[config.mk]
export PLATFORM = sky130hd
export DESIGN_NAME = scan_chain_driver
export DESIGN_NICKNAME = d
export VERILOG_FILES = /design/src/rtl/scan_chain_driver_pkg.sv /design/src/rtl/scan_chain_driver.sv
export SDC_FILE = /design/constraint.sdc
export NUM_CORES = 1
export LEC_CHECK = 0
export CAP_MARGIN = 10
export CORE_AREA = 2 2 57 59
export CTS_CLUSTER_SIZE = 25
export DETAILED_ROUTE_END_ITERATION = 10
export DIE_AREA = 0 0 59 61
export GPL_ROUTABILITY_DRIVEN = 0
export PLACE_DENSITY_LB_ADDON = 0.2
export SLEW_MARGIN = 10
export SYNTH_ARGS = -nofsm -noshare
export SYNTH_HDL_FRONTEND = slang
export SYNTH_SLANG_ARGS = --single-unit
export TNS_END_PERCENT = 100
[constraint.sdc]
create_clock -name clk -period 1.5 [get_ports clk]
set_clock_uncertainty 0.1 [all_clocks]
set_input_delay 0.3 -clock clk [delete_from_list [all_inputs] [get_ports clk]]
set_output_delay 0.3 -clock clk [all_outputs]
set_load 0.02 [all_outputs]
[src/rtl/scan_chain_driver_pkg.sv]
// Shared scan-chain constants: chain length derived from the memory_bank
// geometry, plus the driver state encoding.
package scan_chain_driver_pkg;

    localparam int MEM_SIZE          = 32;
    localparam int DATA_WIDTH        = 8;
    localparam int EXTRA_SCAN_BITS   = 0;
    localparam int CHAIN_LEN_DEFAULT = MEM_SIZE * DATA_WIDTH + EXTRA_SCAN_BITS;

    typedef enum logic [2:0] {
        IDLE  = 3'd0,
        LOAD  = 3'd1,
        SHIFT = 3'd2,
        EMIT  = 3'd3,
        DONE  = 3'd4
    } scan_state_t;

    function automatic bit chain_len_ok(input int n);
        return (n > 0) && (n % 8 == 0);
    endfunction

endpackage

[src/rtl/scan_chain_driver.sv]
// Scan-chain initiator: serialises host bytes into the chain head while
// capturing the tail bits back into bytes, one byte in flight at a time.
module scan_chain_driver
    import scan_chain_driver_pkg::*;
#(
    parameter int CHAIN_LEN = CHAIN_LEN_DEFAULT
) (
    input  logic       clk,
    input  logic       rst,
    input  logic       start,
    input  logic [7:0] in_data,
    input  logic       in_valid,
    output logic       in_ready,
    output logic [7:0] out_data,
    output logic       out_valid,
    input  logic       out_ready,
    output logic       scan_enable,
    output logic       scan_in,
    input  logic       scan_out,
    output logic       busy,
    output logic       done
);

    localparam int NBYTES = CHAIN_LEN / 8;
    localparam int BCW    = $clog2(NBYTES + 1);

    if (!chain_len_ok(CHAIN_LEN)) begin : g_bad_len
        $error("CHAIN_LEN must be a nonzero multiple of 8");
    end

    scan_state_t    state, state_d;
    logic [7:0]     shreg, shreg_d;
    logic [BCW-1:0] byte_cnt, byte_cnt_d;
    logic [2:0]     bit_cnt, bit_cnt_d;
    logic           busy_q, busy_d;

    always_ff @(posedge clk) begin
        if (rst) begin
            state    <= IDLE;
            shreg    <= '0;
            byte_cnt <= '0;
            bit_cnt  <= '0;
            busy_q   <= 1'b0;
        end else begin
            state    <= state_d;
            shreg    <= shreg_d;
            byte_cnt <= byte_cnt_d;
            bit_cnt  <= bit_cnt_d;
            busy_q   <= busy_d;
        end
    end

    always_comb begin
        state_d    = state;
        shreg_d    = shreg;
        byte_cnt_d = byte_cnt;
        bit_cnt_d  = bit_cnt;
        busy_d     = busy_q;
        unique case (state)
            IDLE: begin
                if (start) begin
                    state_d    = LOAD;
                    byte_cnt_d = BCW'(NBYTES);
                    busy_d     = 1'b1;
                end
            end
            LOAD: begin
                if (in_valid) begin
                    shreg_d   = in_data;
                    bit_cnt_d = '0;
                    state_d   = SHIFT;
                end
            end
            SHIFT: begin
                // Tail bit is captured at the same edge that shifts the chain.
                shreg_d = {scan_out, shreg[7:1]};
                if (bit_cnt == 3'd7) begin
                    state_d = EMIT;
                end else begin
                    bit_cnt_d = bit_cnt + 3'd1;
                end
            end
            EMIT: begin
                if (out_ready) begin
                    byte_cnt_d = byte_cnt - BCW'(1);
                    state_d    = (byte_cnt_d == '0) ? DONE : LOAD;
                end
            end
            DONE: begin
                state_d = IDLE;
                busy_d  = 1'b0;
            end
            default: begin
                state_d = IDLE;
                busy_d  = 1'b0;
            end
        endcase
    end

    // Only SHIFT moves the chain, so any stall leaves it frozen.
    assign in_ready    = (state == LOAD);
    assign out_valid   = (state == EMIT);
    assign scan_enable = (state == SHIFT);
    assign done        = (state == DONE);
    assign out_data    = shreg;
    assign scan_in     = shreg[0];
    assign busy        = busy_q;

endmodule

# After elaboration in Yosys (flattened, before gate mapping)
# Index checks and enable logic that the tools add are counted.
# Widths: inputs -> output; s select.
# word_totals
ff_bits,21
# op_classes
n_bitwise,1
n_eq_ne,10
add_sub_neg,2
muxes,16
n_reduce_logical,10
# op_table
cell,count
$mux 3,7
$pmux 8 s2,1
$mux 6,2
$pmux 3 s4,1
$pmux 6 s2,1
$mux 8,1
$eq 3x2->1 const B,2
$eq 3x3->1 const B,2
$logic_not 6->1,1
$ne 2x2->1 const B,3
$pmux 3 s2,1
$reduce_and 3->1,2
$sub 6x1->6 const B,1
$ne 2x1->1 const B,2
$reduce_and 2->1,2
$reduce_and 4->1,1
$reduce_bool 2->1,2
$add 3x1->3 const B,1
$eq 3x1->1 const B,1
$logic_not 3->1,1
$reduce_or 3->1,1
$pmux 1 s2,1
$mux 1,1
$not 1->1,1

# Logic depth before layout (Yosys ltp)
# Gate-level depths: netlist of run 1.
# depth
word_depth,5
mapped_depth,6
ltp_nobuf,5

# Worst setup path after synthesis of run 1
# OpenSTA, ideal clock, no wires.
# synth_timing
path_kind,reg2reg
from,register bit_cnt[0]
to,register bit_cnt[1]
setup_ns,0.072
setup_slack_ns,-0.095
t_arrival_ns,1.424
path_buffers,0
required_ns,1.328
stages_incl_launch_ff,6
cell_sequence,dfxtp_1 -> ha_1 -> ha_1 -> or3b_1 -> a21oi_2 -> mux2i_1
# synth_via
elab_chain_len,3
elab_cells_between_ends,6
classes_between,add/sub: 1; eq/ne: 2; mux: 2; reduce/logical: 1
# synth_lines
item,line_no,text
"start, declared",scan_chain_driver.sv:34,"logic [2:0] bit_cnt, bit_cnt_d;"
"start signal, assigned",scan_chain_driver.sv:48,bit_cnt <= bit_cnt_d;
$add 3x1->3 or $eq 3x3->1 (tied branches),"scan_chain_driver.sv:80, scan_chain_driver.sv:77",
$mux 3 or $ne 2x2->1 (tied branches),-,
$pmux 3 s2 or $reduce_and 3->1 (tied branches),-,
# Several ways; a longest one is shown, not always the timed one. The select of a mux whose other input is x is not followed.
# A chain may end at the register's enable or synchronous reset.

# Worst setup path in the final report of run 1
# layout_timing
from,register state[0]
to,output scan_enable
# layout_via
elab_chain_len,1
# layout_lines
item,line_no,text
"start, declared",scan_chain_driver.sv:31,"scan_state_t state, state_d;"
"start signal, assigned",scan_chain_driver.sv:45,state <= state_d;
$eq 3x2->1,scan_chain_driver.sv:103,assign scan_enable = (state == SHIFT);
"end, declared",scan_chain_driver.sv:17,"output logic scan_enable,"
# No other way between the ends.

==> results.toml, run 1 <==
[run_status]
status = "finished, violations left"
violations = "negative setup slack"

[worst_setup_path]
cpMostUsedCell = "buf_6"
worstSetupStartpointType = "register"
cp-endpoint = "scan_enable"
crit_path_max_incr_delay_ns = 0.38
crit_chain = "buf_6, nor3b_4, buf_6"
path_depth = 3
crit_path_end_kind = "primary output"
worstRegToRegCells = 5
critPathRequiredTime_ns = 1.10
cp_num_buf_inv = 2
r2r_slack_ns = -0.07
slowest_stage = "dfxtp_4"
r2r-end = "bit_cnt[2]"
crit_path_max_fanout = 4
critPathTopFamily = "flip-flops"
crit_arrival_ns = 1.21
critPathLaunch = "state[0]"
r2r-start = "bit_cnt[0]"
critPathKind = "reg2out"

[cells_and_area]
fin_area_mm2 = 0.001843
diodes = 0
fin_cells = 214
drive_above_1_share_pct = 38.12
fin_nets = 200
final_common_cell = "buf_4"
layout-area-overhead-vs-synth_pct = 48.64
layout_common_cells = "24 x buf_4, 14 x dfxtp_1, 13 x clkdlybuf4s50_1"

[global_route]
grt_pass1_vias = 1171
grt_start_max_net_pins = 14
antenna_found_initial = 0
grt_use_total_pct = 18.55
grt_pass1_wl_mm = 4.981
grt_overflow = 0

[placed_design]
placed_cells = 204
dpl_worst_slack_ns = -0.4014
io_buffers = 27
place_area_mm2 = 0.001670
dp_hpwl_mm = 2.206

[clock_network]
hold_buffers = 0
htree_levels = 1
clk_path_buf_depth = 2
clock-sinks = 21
path_clk_slew_ns = 0.12
cts_tree = "yes"
cts_made_buffers = 3
cts-root-buf = "clkbuf_4"
clk_latency_ns = 0.30

[sta]
max_freq_mhz = 622.3
slew_viol_final = 0
slew_headroom_pct = 77.69
fin_ws_ns = -0.1070
setup_viol = 9
whs_ns = 0.3986
final.min_clock_period_ns = 1.607
worst_slew_pin_slew_ns = 0.3304
grt_setup_unrepaired = "yes"
hold_viol = 0
fin_crit_sh_pct = 107.1

[pwr]
leakage_nw = 0.7638
ir_drop_v = 0.0003697
p_per_area_mw_per_mm2 = 718.6

[synthesis]
async_flop_share_pct = 0
synth-seq-cells = 21
synthFlopType = "dfxtp_1"
ys_seq_area_share_pct = 33.91
synth-edff-count = 0
yosys_warnings = 0
syn_inst = 132
syn_avg_cell_area_um2 = 9.393
synth_nets = 150
synth_area_mm2 = 0.001240
yosys.cell_types.count = 46

[floorplan]
ioPinCount = 28
coreArea_mm2 = 0.002953
die-area_mm2 = 0.003599
chipWidth_um = 59
std_cell_rows = 20
die_height_um = 61
initial_core_util_pct = 41.99

[run]
cap_violations = 0

[routing]
drt-total-wl_mm = 3.055
drtPass1Iterations = 4
wl_per_cell_um = 14.28
ant_nets = 0
drcViolationCount = 0
drt_iter0_drc = 39
vias_per_cell = 5.383
vias = 1152

[worst_hold_path]
hp-class = "reg2reg"
[worst min path at each step]
stage,startpoint,end,depth (start not counted)
4_1_cts,bit_cnt[1],bit_cnt[1],2
3_3_place_gp,bit_cnt[2],bit_cnt[2],2
6_report,bit_cnt[1],bit_cnt[1],2
2_1_floorplan,rst,bit_cnt[1],2
5_1_grt,bit_cnt[1],bit_cnt[1],2
3_5_place_dp,byte_cnt[4],byte_cnt[4],2
[sequential cells by signal, summed over array words and instances, names as in the netlist]
signal	flops
byte_cnt	6
busy	1
bit_cnt	3
state	3
out_data	8
[per-stage QoR]
stage	utilization (%)	TNS (ns)	total power, mW
floorplan	-	-0.04695	0.8655
global placement	56.57	-5.639	1.013
detailed placement	56.57	-6.183	1.024
CTS	60.51	-0.8496	1.324
global route	62.42	-1.471	1.401
finish	62.42	-0.4624	1.324
[final cells by class]
cell class                 count  area [µm²]
fill                         249        1110
multi-input combinational     95       815.8
timing repair buffer          57       504.2
sequential                    21       436.7
tap                           33       41.29
clock buffer                   3       22.52
inverter                       4       17.52
clock inverter                 1       5.005
[logic make-up after synthesis]
family	share of synthesized area (%)
AO/OA/AOI/OAI	15.84
buffers and inverters	8.273
flip-flops	33.90
adder cells (fa/ha/maj)	4.036
multiplexers	9.889
XOR/XNOR	0.7065
AND/OR/NAND/NOR	27.35
[where the power goes]
group / internal, mW / switching [mW]
logic: 0.224 / 0.193
clock network: 0.0993 / 0.178
registers: 0.596 / 0.0349
[synthesized netlist by cell type (2+ instances only)]
library cell	count	share of area (%)
inv_1	4	1.2
nand2_1	7	2.1
mux2i_1	10	8.1
nand4_1	2	1.0
nand3b_1	4	2.4
clkbuf_1	2	0.61
ha_1	4	4.0
a211oi_1	10	6.1
nor4_1	2	1.0
nor2_1	5	1.5
a31oi_1	3	1.5
a21oi_1	5	2.0
buf_2	3	1.2
nand3_1	4	1.6
nor3_1	10	4.0
buf_4	3	1.8
dfxtp_1	21	34
mux2_2	2	1.8
buf_6	2	1.8
nand2b_1	3	1.5
[metal layers]
layer	part of all wire, %	vias to the layer above	track usage, %
li1	-	590	-
met1	44	544	19.97
met2	53	16	35.24
met3	2.7	2	2.559
met4	0.49	0	9.416
met5	0	-	0
[worst reg2reg max path: cells and delay by family, from the launching register on]
kind | cells | cell delay, ns
DFF | 1 | 0.36
AOI/OAI and AO/OA | 1 | 0.17
and+or+nand+nor | 1 | 0.38
muxes | 1 | 0.20
adders and majority gates | 2 | 0.31
[timing repair]
| item | CTS | global route |
|---|---|---|
| cloned | 2 | 0 |
| pin swaps | 9 | 7 |
| endpoints found under the setup margin | 31 | 23 |
| setup buffers | 4 | 3 |
| gates resized for setup | 53 | 20 |
Note: power is estimated with default switching activity, not from simulation.
==> run 2, diff against run 1 <==
--- a/config.mk
+++ b/config.mk
@@ -6,10 +6,10 @@
 export NUM_CORES = 1
 export LEC_CHECK = 0
 export CAP_MARGIN = 10
-export CORE_AREA = 2 2 57 59
-export CTS_CLUSTER_SIZE = 25
+export CORE_AREA = 2 2 79 43
+export CTS_CLUSTER_SIZE = 20
 export DETAILED_ROUTE_END_ITERATION = 10
-export DIE_AREA = 0 0 59 61
+export DIE_AREA = 0 0 81 45
 export GPL_ROUTABILITY_DRIVEN = 0
 export PLACE_DENSITY_LB_ADDON = 0.2
 export SLEW_MARGIN = 10
==> run 2 against run 1 <==
  * The run still ends with negative setup slack left
  * Clock-buffer cell count stayed put
  * Critical path depth is 2 higher
  * Maximum frequency is 1.8% higher
  * Worst hold slack worse by 0.0059 ns
  * Critical path type is now reg2reg
  * Non-clock buffer count is 3 lower
  * Highest routed layer is now met3
  * Final area is 1.2% lower
  * Total power is 5.9% higher
  * Core utilization is 0.24 points higher
==> results.toml, run 2 (same netlist as run 1, synthesis figures left out) <==
[run_status]
status = "finished, violations left"
violations = "negative setup slack"

[routing]
vias_per_cell = 5.220
dr_wl_met2_mm = 1.397
drtPass1Iterations = 4
drt_iter0_drc = 30
routed.top_layer = "met3"
ant_nets = 0
vias = 1138
wl_per_cell_um = 13.40
wl_met3_um = 134
drt-total-wl_mm = 2.921
met1_length_mm = 1.389
drcViolationCount = 0

[pwr]
ir_drop_v = 0.0004844
leakage_nw = 0.7416
power_frac_comb_pct = 27.8
internal_power_uw = 991.5
swShare_pct = 29.28
switching_power_uw = 410.5
p_per_area_mw_per_mm2 = 769.6
p_seq_share_pct = 45.1
p_clk_share_pct = 27.2

[floorplan]
chipWidth_um = 81
die-area_mm2 = 0.003645
ioPinCount = 28
initial_core_util_pct = 42.64
coreArea_mm2 = 0.002908
die_height_um = 45
std_cell_rows = 14

[placed_design]
dpl_worst_slack_ns = -0.4106
dp_hpwl_mm = 2.045
place_area_mm2 = 0.001664
placed_cells = 209
io_buffers = 27

[cells_and_area]
layout-area-overhead-vs-synth_pct = 46.92
multi_input_area_um2 = 794.5
final-seq-area_um2 = 436.7
layout_common_cells = "24 x buf_4, 14 x dfxtp_1, 13 x clkdlybuf4s50_1"
fin_cells = 218
final_common_cell = "buf_4"
diodes = 0
largest_reg_flops = 8
fin_nets = 197
drive_above_1_share_pct = 35.96
fin_area_mm2 = 0.001822
fillCellCount = 261
utilization_pct = 62.65

[global_route]
grt_pass1_wl_mm = 4.623
grt_use_total_pct = 16.37
grt_pass1_vias = 1045
antenna_found_initial = 0
grt_overflow = 0
grt_start_max_net_pins = 20

[sta]
grt_setup_unrepaired = "yes"
slew_viol_final = 0
final.min_clock_period_ns = 1.578
setup_viol = 5
fin_crit_sh_pct = 105.2
hold_viol = 0
max_freq_mhz = 633.6
slew_headroom_pct = 77.25
worst_slew_pin_slew_ns = 0.3384
fin_ws_ns = -0.07839

[worst_setup_path]
crit_path_max_fanout = 2
crit_arrival_ns = 1.67
crit_path_end_kind = "register"
critPathRequiredTime_ns = 1.59
worstSetupStartpointType = "register"
critPathKind = "reg2reg"

[clock_network]
clk_latency_ns = 0.26
cts-root-buf = "clkbuf_8"
path_clk_slew_ns = 0.08
cts_tree = "yes"
clock-sinks = 21
cts_made_buffers = 3
htree_levels = 1
hold_buffers = 0
clk_path_buf_depth = 2

[run]
cap_violations = 0

[worst_hold_path]
hp-class = "reg2reg"
run 2: cell type report:
class                           instances  area share [%]
Clock buffer                            3           2.266
Multi-Input combinational cell         95           43.61
Clock inverter                          1          0.2747
Sequential cell                        21           23.97
Inverter                                4          0.8242
Timing Repair Buffer                   54           26.30
Tap cell                               40           2.747
run 2: per-layer routing:
metal,up-vias,GRT usage [%]
met5,-,0
met4,0,1.356
met3,0,4.400
met2,20,28.93
met1,534,21.26
li1,584,-
run 2: power groups by stage:
stage | sequential [mW] | combinational, mW | clock [mW]
after floorplan | 0.670 | 0.196 | 0
after global placement | 0.645 | 0.368 | 0
after detailed placement | 0.646 | 0.372 | 0
after CTS | 0.633 | 0.375 | 0.391
after global routing | 0.638 | 0.423 | 0.418
final | 0.632 | 0.389 | 0.381
run 2: final timing paths:
path | from | end | slack, ns | depth (start not counted)
worst max-delay path | bit_cnt[0] | bit_cnt[1] | -0.08 | 5
worst min-delay path | byte_cnt[0] | byte_cnt[0] | 0.39 | 2
worst max register to register | bit_cnt[0] | bit_cnt[1] | -0.08 | 5
worst min register to register | byte_cnt[0] | byte_cnt[0] | 0.39 | 2
run 2: per-stage QoR:
step / power (mW) / hold WS, ns / TNS, ns
floorplan: 0.8655 / 0.3803 / -0.04695
global placement: 1.012 / 0.3969 / -6.011
detailed placement: 1.018 / 0.4037 / -6.385
CTS: 1.399 / 0.4125 / -0.3180
global route: 1.478 / 0.4221 / -1.141
finish: 1.402 / 0.3928 / -0.2502
run 2: timing repair:
action | in CTS | in global routing
gates resized for setup | 44 | 14
setup buffers | 4 | 1
pin swaps | 9 | 9
endpoints found under the setup margin | 31 | 22
run 2: critical path: stages (launching register included):
cell and delay [ns]:
dfxtp_2 0.34, ha_4 0.16, ha_4 0.15, or3b_1 0.36
a21oi_2 0.19, mux2i_1 0.20
==> run 3, diff against run 2 <==
--- a/config.mk
+++ b/config.mk
@@ -7,11 +7,11 @@
 export LEC_CHECK = 0
 export CAP_MARGIN = 10
 export CORE_AREA = 2 2 79 43
-export CTS_CLUSTER_SIZE = 20
 export DETAILED_ROUTE_END_ITERATION = 10
 export DIE_AREA = 0 0 81 45
 export GPL_ROUTABILITY_DRIVEN = 0
 export PLACE_DENSITY_LB_ADDON = 0.2
+export REMOVE_ABC_BUFFERS = 1
 export SLEW_MARGIN = 10
 export SYNTH_ARGS = -nofsm -noshare
 export SYNTH_HDL_FRONTEND = slang
==> run 3 against run 2 <==
  * The run still ends with negative setup slack left
  * Core utilization rose by 7.1 points
  * Maximum frequency fell by 2.9%
  * Via count rose by 7.3%
  * Die area did not move
  * Critical path depth did not move
  * Highest routed layer is now met4
  * Setup slack got worse by 0.047 ns
  * Sequential power rose by 1%
==> results.toml, run 3 (same netlist as run 1, synthesis figures left out) <==
[pwr]
total_power_mw = 1.510
leakage_nw = 0.8232
ir_drop_v = 0.0003458
p_per_area_mw_per_mm2 = 745.2

[routing]
drt-total-wl_mm = 3.551
wl_per_cell_um = 15.71
vias = 1221
drcViolationCount = 0
vias_per_cell = 5.403
drt_iter0_drc = 35
ant_nets = 0
drtPass1Iterations = 4

[floorplan]
chipWidth_um = 81
die-area_mm2 = 0.003645
std_cell_rows = 14
coreArea_mm2 = 0.002908
die_height_um = 45
initial_core_util_pct = 42.64
ioPinCount = 28

[worst_setup_path]
crit_arrival_ns = 1.71
crit_path_max_fanout = 2
critPathTopFamily = "simple AND/OR/NAND/NOR gates"
slowest_stage = "or3b_4"
critPathKind = "reg2reg"
critPathRequiredTime_ns = 1.59
worstSetupStartpointType = "register"
cpMostUsedCell = "ha_4"
crit_path_max_incr_delay_ns = 0.39
crit_path_end_kind = "register"
crit_chain = "ha_4, ha_4, or3b_4, a21oi_4, mux2i_1"
cp_num_buf_inv = 0

[cells_and_area]
multi_input_area_um2 = 917.1
layout-area-overhead-vs-synth_pct = 63.47
diodes = 0
fin_nets = 205
final_common_cell = "buf_4"
final-seq-area_um2 = 436.7
fin_area_mm2 = 0.002027
layout_common_cells = "26 x buf_4, 14 x dfxtp_1, 13 x clkdlybuf4s50_1"
largest_reg_flops = 8
fillCellCount = 223
drive_above_1_share_pct = 46.77
fin_cells = 226

[run_status]
violations = "negative setup slack"
status = "finished, violations left"

[clock_network]
clock-sinks = 21
htree_levels = 1
cts-root-buf = "clkbuf_8"
clk_path_buf_depth = 2
clk_latency_ns = 0.26
cts_made_buffers = 3
path_clk_slew_ns = 0.08
cts_tree = "yes"

[sta]
worst_slew_pin_slew_ns = 0.3034
fin_crit_sh_pct = 108.4
hold_viol = 0
slew_headroom_pct = 79.51
fin_ws_ns = -0.1253
setup_viol = 13
final.min_clock_period_ns = 1.625
max_freq_mhz = 615.3
slew_viol_final = 0
whs_ns = 0.3973
grt_setup_unrepaired = "yes"

[global_route]
grt_pass1_wl_mm = 4.988
grtUsageMet2_pct = 33.55
grt_busiest_layer = "met2"
grt_pass1_vias = 1072
grt_use_total_pct = 18.23
use_met1_pct = 21.81
globalRouteMet3Util_pct = 4.800
grt_overflow = 0
antenna_found_initial = 0
grt_start_max_net_pins = 20

[placed_design]
placed_cells = 211
io_buffers = 27
dp_hpwl_mm = 2.108
place_area_mm2 = 0.001653

[worst_hold_path]
hp-class = "reg2reg"

[run]
cap_violations = 0
==> run 3: changes by cell type in the layout (fill, tap and decap cells not counted), moves of 2 or more <==
cell,previous run,this run
a211oi_1,10,5
a211oi_2,1,6
buf_2,1,3
buf_4,24,26
buf_6,5,8
mux2i_1,10,8
mux2i_2,0,2
nor3_1,10,2
nor3_2,0,4
nor3_4,0,4
or3b_4,0,2
==> run 3: power by group <==
part | switching [mW] | internal, mW
clock | 0.191 | 0.189
combinational | 0.223 | 0.266
sequential | 0.0458 | 0.595
==> run 3: per-stage QoR <==
stage | setup WS (ns) | utilization, % | setup TNS (ns)
final | -0.1253 | 69.71 | -0.6050
after global routing | -0.1765 | 69.71 | -1.279
after CTS | -0.1277 | 60.89 | -0.3608
after detailed placement | -0.3420 | 56.84 | -5.923
after global placement | -0.3404 | 56.84 | -5.841
after floorplan | -0.4850 | - | -4.882
==> run 3: per-layer routing <==
layer  vias up  part of all wire (%)
met2        35                    50
li1        600                     -
met4         0                   1.5
met3         7                   4.3
met1       579                    44
met5         -                     0
==> run 3: area by class of cell <==
class	count	share of cell area, %
multi-input cells	95	45.25
flip-flops and latches	21	21.54
inverters	4	0.7407
clock buffers	4	2.222
repair buffers	62	27.78
well taps	40	2.469
==> run 3: final timing paths <==
| path | start | to | slack [ns] | cells after the start |
|---|---|---|---|---|
| max | bit_cnt[1] | bit_cnt[1] | -0.13 | 5 |
| min | state[2] | busy | 0.40 | 1 |
| min reg2reg | state[2] | busy | 0.40 | 1 |
| max reg2reg | bit_cnt[1] | bit_cnt[1] | -0.13 | 5 |
==> run 3: timing repair <==
item | 4_1_cts | 5_1_grt
endpoints found under the setup margin | 32 | 22
setup buffers | 5 | 4
resized for setup | 45 | 45
gates cloned | 0 | 2
hold buffers | 0 | 0
pin swaps | 7 | 24
==> run 3: worst register-to-register path: cells and delay by family, from the launching register on <==
kind / cells / cell delay [ns]
simple gates: 1 / 0.39
mux: 1 / 0.21
flops: 1 / 0.34
compound gates: 1 / 0.19
fa+ha+maj: 2 / 0.31
